### src/rtl/rs_pkg.sv
`default_nettype none
// ============================================================================
// Module      : rs_pkg
// Description : Shared RS decoder constants and table-arbiter state encoding.
// Revision    : 1.0 - initial release
// ============================================================================
package rs_pkg;

    localparam int         GF_W     = 8;
    localparam logic [7:0] LOG_ZERO = 8'hFF;

    typedef enum logic [1:0] {
        ARB_IDLE = 2'd0,
        ARB_OWN  = 2'd1,
        ARB_GAP  = 2'd2
    } arb_state_t;

endpackage
`default_nettype wire

### src/rtl/rr_pick.sv
`default_nettype none
// ============================================================================
// Module      : rr_pick
// Description : Combinational round-robin picker: first eligible bit at or
//               after rr_ptr, wrapping at NREQ. Outputs one-hot and index.
// Revision    : 1.0 - initial release
// ============================================================================
module rr_pick #(
    parameter int NREQ = 3,
    parameter int PW   = 2
) (
    input  logic [NREQ-1:0] eligible,
    input  logic [PW-1:0]   rr_ptr,
    output logic [NREQ-1:0] onehot,
    output logic [PW-1:0]   index,
    output logic            found
);

    logic [2*NREQ-1:0] w_dbl;
    logic [PW-1:0]     w_off;
    logic [PW:0]       w_sum;

    // Rotate so rr_ptr lands at bit 0; the lowest set bit is then the winner.
    always_comb begin
        w_dbl = {eligible, eligible} >> rr_ptr;
        w_off = '0;
        found = 1'b0;
        for (int k = NREQ - 1; k >= 0; k--) begin
            if (w_dbl[k]) begin
                found = 1'b1;
                w_off = PW'(k);
            end
        end
    end

    always_comb begin
        w_sum = {1'b0, rr_ptr} + {1'b0, w_off};
        if (w_sum >= (PW + 1)'(NREQ)) begin
            w_sum = w_sum - (PW + 1)'(NREQ);
        end
        index = w_sum[PW-1:0];
    end

    generate
        for (genvar g = 0; g < NREQ; g++) begin : g_onehot
            assign onehot[g] = found && (index == PW'(g));
        end
    endgenerate

endmodule
`default_nettype wire

### src/rtl/gf_table_arbiter.sv
`default_nettype none
// ============================================================================
// Module      : gf_table_arbiter
// Description : Round-robin, held-ownership arbiter sharing one GF(2^8)
//               log/antilog table between NREQ decoder engines, with a hold
//               watchdog that revokes a hung owner.
// Revision    : 1.0 - initial release
// ============================================================================
module gf_table_arbiter
    import rs_pkg::*;
#(
    parameter int NREQ     = 3,
    parameter int MAX_HOLD = 511,
    parameter int CW       = 9
) (
    input  logic                 clk,
    input  logic                 reset,
    input  logic [NREQ-1:0]      req,
    output logic [NREQ-1:0]      gnt,
    input  logic [NREQ*GF_W-1:0] req_pow1,
    input  logic [NREQ*GF_W-1:0] req_pow2,
    input  logic [NREQ*GF_W-1:0] req_dec1,
    output logic [GF_W-1:0]      add_pow1,
    output logic [GF_W-1:0]      add_pow2,
    output logic [GF_W-1:0]      add_dec1,
    input  logic [GF_W-1:0]      pow1,
    input  logic [GF_W-1:0]      pow2,
    input  logic [GF_W-1:0]      dec1,
    output logic [NREQ*GF_W-1:0] rsp_pow1,
    output logic [NREQ*GF_W-1:0] rsp_pow2,
    output logic [NREQ*GF_W-1:0] rsp_dec1,
    output logic                 busy,
    output logic                 timeout_err
);

    localparam int PW = (NREQ > 1) ? $clog2(NREQ) : 1;

    arb_state_t      r_state,    w_state_nxt;
    logic [NREQ-1:0] r_gnt,      w_gnt_nxt;
    logic [NREQ-1:0] r_mask,     w_mask_nxt;
    logic [NREQ-1:0] w_mask_set;
    logic [PW-1:0]   r_rr_ptr,   w_rr_ptr_nxt;
    logic [PW-1:0]   r_owner,    w_owner_nxt;
    logic [CW-1:0]   r_hold_cnt, w_hold_cnt_nxt;
    logic            r_timeout,  w_timeout_nxt;

    logic [NREQ-1:0] w_eligible;
    logic [NREQ-1:0] w_pick;
    logic [PW-1:0]   w_pick_idx;
    logic            w_pick_found;
    logic            w_owner_req;
    logic [PW-1:0]   w_owner_inc;

    assign w_eligible  = req & ~r_mask;
    assign w_owner_req = |(req & r_gnt);
    assign w_owner_inc = (r_owner == PW'(NREQ - 1)) ? '0 : r_owner + 1'b1;

    rr_pick #(
        .NREQ (NREQ),
        .PW   (PW)
    ) u_rr_pick (
        .eligible (w_eligible),
        .rr_ptr   (r_rr_ptr),
        .onehot   (w_pick),
        .index    (w_pick_idx),
        .found    (w_pick_found)
    );

    always_ff @(posedge clk or posedge reset) begin
        if (reset) begin
            r_state    <= ARB_IDLE;
            r_gnt      <= '0;
            r_mask     <= '0;
            r_rr_ptr   <= '0;
            r_owner    <= '0;
            r_hold_cnt <= '0;
            r_timeout  <= 1'b0;
        end else begin
            r_state    <= w_state_nxt;
            r_gnt      <= w_gnt_nxt;
            r_mask     <= w_mask_nxt;
            r_rr_ptr   <= w_rr_ptr_nxt;
            r_owner    <= w_owner_nxt;
            r_hold_cnt <= w_hold_cnt_nxt;
            r_timeout  <= w_timeout_nxt;
        end
    end

    always_comb begin
        w_state_nxt    = r_state;
        w_gnt_nxt      = r_gnt;
        w_rr_ptr_nxt   = r_rr_ptr;
        w_owner_nxt    = r_owner;
        w_hold_cnt_nxt = r_hold_cnt;
        w_timeout_nxt  = 1'b0;
        w_mask_set     = '0;
        case (r_state)
            ARB_IDLE: begin
                if (w_pick_found) begin
                    w_gnt_nxt      = w_pick;
                    w_owner_nxt    = w_pick_idx;
                    w_hold_cnt_nxt = '0;
                    w_state_nxt    = ARB_OWN;
                end
            end
            ARB_OWN: begin
                // A voluntary release wins over the watchdog on the same cycle.
                if (!w_owner_req) begin
                    w_gnt_nxt    = '0;
                    w_rr_ptr_nxt = w_owner_inc;
                    w_state_nxt  = ARB_GAP;
                end else if (r_hold_cnt == CW'(MAX_HOLD)) begin
                    w_gnt_nxt     = '0;
                    w_mask_set    = r_gnt;
                    w_timeout_nxt = 1'b1;
                    w_rr_ptr_nxt  = w_owner_inc;
                    w_state_nxt   = ARB_GAP;
                end else begin
                    w_hold_cnt_nxt = r_hold_cnt + 1'b1;
                end
            end
            ARB_GAP: begin
                w_state_nxt = ARB_IDLE;
            end
            default: begin
                w_gnt_nxt   = '0;
                w_state_nxt = ARB_IDLE;
            end
        endcase
        // A masked engine is forgiven once it lowers its request.
        w_mask_nxt = (r_mask & req) | w_mask_set;
    end

    // Grant is one-hot, so OR-ing the gated slices selects the owner's slice.
    always_comb begin
        add_pow1 = '0;
        add_pow2 = '0;
        add_dec1 = '0;
        for (int i = 0; i < NREQ; i++) begin
            if (r_gnt[i]) begin
                add_pow1 = add_pow1 | req_pow1[GF_W*i +: GF_W];
                add_pow2 = add_pow2 | req_pow2[GF_W*i +: GF_W];
                add_dec1 = add_dec1 | req_dec1[GF_W*i +: GF_W];
            end
        end
    end

    generate
        for (genvar g = 0; g < NREQ; g++) begin : g_rsp
            assign rsp_pow1[GF_W*g +: GF_W] = r_gnt[g] ? pow1 : LOG_ZERO;
            assign rsp_pow2[GF_W*g +: GF_W] = r_gnt[g] ? pow2 : LOG_ZERO;
            assign rsp_dec1[GF_W*g +: GF_W] = r_gnt[g] ? dec1 : '0;
        end
    endgenerate

    assign gnt         = r_gnt;
    assign busy        = |r_gnt;
    assign timeout_err = r_timeout;

endmodule
`default_nettype wire
### config.mk
export PLATFORM = sky130hd
export DESIGN_NAME = gf_table_arbiter
export DESIGN_NICKNAME = d
export VERILOG_FILES = /design/src/rtl/rs_pkg.sv /design/src/rtl/rr_pick.sv /design/src/rtl/gf_table_arbiter.sv
export SDC_FILE = /design/constraint.sdc
export NUM_CORES = 1
export LEC_CHECK = 0
export ABC_AREA = 0
export BUFFER_PORTS_ARGS = -buffer_cell sky130_fd_sc_hd__buf_4
export CORE_ASPECT_RATIO = 1.4
export CORE_MARGIN = 1
export CORE_UTILIZATION = 35
export DETAILED_ROUTE_END_ITERATION = 7
export PLACE_DENSITY = 0.87
export SETUP_SLACK_MARGIN = 0.5
export SLEW_MARGIN = 20
export SYNTH_ARGS = -nofsm -noshare
export SYNTH_HDL_FRONTEND = slang
export SYNTH_SLANG_ARGS = --single-unit
### constraint.sdc
create_clock -name clk -period 7.9 [get_ports clk]
set_input_delay 0 -clock clk [delete_from_list [all_inputs] [get_ports clk]]
set_output_delay 0 -clock clk [all_outputs]
set_load 0.005 [all_outputs]
==> results.toml <==
[hold_path]
hp-class = "input pin to register"

[sta]
hold_ws_ps = -1.78
fin_setup_tns_ps = 0
finalCritPeriodShare = 0.384
rsz0062_at_grt = "false"
setup_viol = 0
final-hold-violation-count = 1
drv_slew = 0
min_period_ps = 3030
clock-skew-final_ps = 1.95
fin_ws_ps = 4870
worst_pin_slew_ps = 836
max_freq_mhz = 330
slew_headroom = 0.442

[global_route]
grt_antenna_before_repair = 0
grt_usage = 0.269
grt_pass1_wl_um = 12800
grt_pass1_vias = 2584
grt.overflow.total = 0
grt_max_degree = 54

[routing]
routed_wl_um = 8840
post-route-drc-count = 0
avgViaCountPerCell = 5.45
drtIter0Drc = 182
drt_pass1_iterations = 8
ant_nets = 0
vias = 2863
wl_per_cell_um = 16.8

[synthesis]
synth_top_family_by_area = "simple AND/OR/NAND/NOR gates"
syn_area_per_cell_sq_um = 7.98
synth_edf_count = 0
syn-num-nets = 371
synth.area.top_cells = "dfrtp_1, nand2b_1, a222oi_1, and2_1, inv_1"
synth-seq-cells = 22
synth-xor-area-share = 0.00828
synth_simple_gate_area_frac = 0.349
synth_area_sq_mm = 0.00212
synth_compound_area_frac = 0.237
synthArstFlopShare = 1.00
synth_cell_types = 43
synth_top_area_frac = 0.260
synth_fa_ha_area_frac = 0.0331
yosysWarningCount = 0
ys_seq_area_frac = 0.260
syn_inst = 265
synth_top_cell_by_area = "dfrtp_1"
synthMuxAreaShare = 0.00946
ys.flop_type = "dfrtp_1"

[setup_path]
critPathMaxStageDelay_ps = 530
worstPathRequired_ps = 8060
critPathBufInv = 2
cp_top_family = "simple AND/OR/NAND/NOR gates"
crit_arrival_ps = 3190
crit_path_top_delay_cell = "fa_1"
critPathLaunchType = "register"
critPathKind = "register to register"
end_kind = "register"
cp_cell_sequence = "nand2b_1, nor3_1, a311oi_1, a31oi_1, ha_1, inv_1, fa_1, inv_1, ha_1, nor2b_1, nand2_1, mux2i_1, a22o_1"
path_max_fanout = 8

[finish]
layout_commonest_cell = "buf_4"
finalNetCount = 562
layout_common_cells = "buf_4, nand2b_1, inv_1, a222oi_1, and2_1"
drive_gt1_frac = 0.471
nFillCells = 522
multiInputGateArea_sq_mm = 0.00135
syn2layout_area_growth_pct = 75.6
seqCellArea_sq_um = 551

[job]
drv_cap = 0

[floorplan]
ioPinCount = 202
rows = 33
die_w_um = 67.7
start_util = 0.361
die-height_um = 94.0
die_area_sq_mm = 0.00636
core_sq_mm = 0.00586

[placed_design]
io_buffer_count = 201
place_ws_ps = 4950
dpl.hpwl_um = 6830
gp_congestion = 0.870

[outcome]
outcome = "complete, but fails checks"
violations = "negative hold slack"

[clocking]
clockBufferDepth = 2
clk_pin_slew_ps = 80
cts-buffers-inserted = 3
htreeDepth = 1
cts_root_buf = "clkbuf_8"
clock_latency_ps = 260
clock-sinks = 22
post_cts_buffers = 0
cts_tree = "done"

[pwr]
power_density_mw_per_mm2 = 227
p_leak_nw = 1.91
irDropWorstVdd_mv = 0.197
power.total_uw = 845
## flip-flops by register name (all words and copies together), names as in the netlist
name / count
r_state: 2
r_owner: 2
r_mask: 3
gnt: 3
r_rr_ptr: 2
r_hold_cnt: 9
timeout_err: 1
## final timing paths
| check | slack, ps | to | cells past startpoint | startpoint |
|---|---|---|---|---|
| setup / recovery | 4870 | gnt[0] | 13 | r_mask[0] |
| hold / removal | -2 | r_mask[1] | 2 | req[1] |
| setup reg to reg | 4870 | gnt[0] | 13 | r_mask[0] |
| hold reg to reg | 490 | r_rr_ptr[0] | 1 | r_owner[1] |
| max in group asynchronous | 6910 | r_mask[0] | 3 | reset |
| min in group asynchronous | 470 | r_hold_cnt[8] | 3 | reset |
## layout make-up
class,instances,area share
sequential,22,0.148
multi-input combinational,189,0.363
timing repair buffer,208,0.422
antenna,1,0.000673
tap,70,0.0236
clock buffer,3,0.0111
inverter,32,0.0323
## timing repair
item                      CTS  global route
resized for setup           0             0
hold buffers                2             0
hold endpoints to repair   23             0
## per-stage QoR
stage,instance area (sq um),instances,util
final,3720,525,0.634
after global routing,3710,524,0.633
after CTS,3710,524,0.633
after detailed placement,3650,519,0.623
after global placement,3650,519,0.623
after floorplan,2120,265,-
## Yosys cell counts, types with 4 or more instances
master / n
nand2b_1: 54
inv_1: 31
a222oi_1: 25
and2_1: 24
dfrtp_1: 22
clkbuf_1: 16
a22o_1: 7
nand2_1: 6
a21oi_1: 5
nor2_1: 5
nor2b_1: 5
nor4_1: 5
or3_1: 5
ha_1: 4
o31ai_1: 4
## routing by layer
layer / vias up / global-route usage / part of all wire
met5: - / 0 / 0
met4: 0 / 0.0816 / 0.019
met3: 14 / 0.0813 / 0.13
met2: 179 / 0.457 / 0.50
met1: 1339 / 0.314 / 0.35
li1: 1331 / - / -
## report_power, final
group          leakage (nW)  switching [mW]  internal [mW]
Sequential            0.296          0.0302          0.136
Combinational          1.59           0.300          0.308
Clock                0.0216          0.0362         0.0341
## cell families (layout without fill, tap and decap cells)
family | count (synthesis) | in the layout
muxes | 2 | 2
and+or+nand+nor | 120 | 120
buffers and inverters | 54 | 243
xor gates and xnor gates | 2 | 2
other | 0 | 1
DFF | 22 | 22
AOI/OAI and AO/OA | 60 | 60
adders and majority gates | 5 | 5
Note: power is estimated with default switching activity, not from simulation.
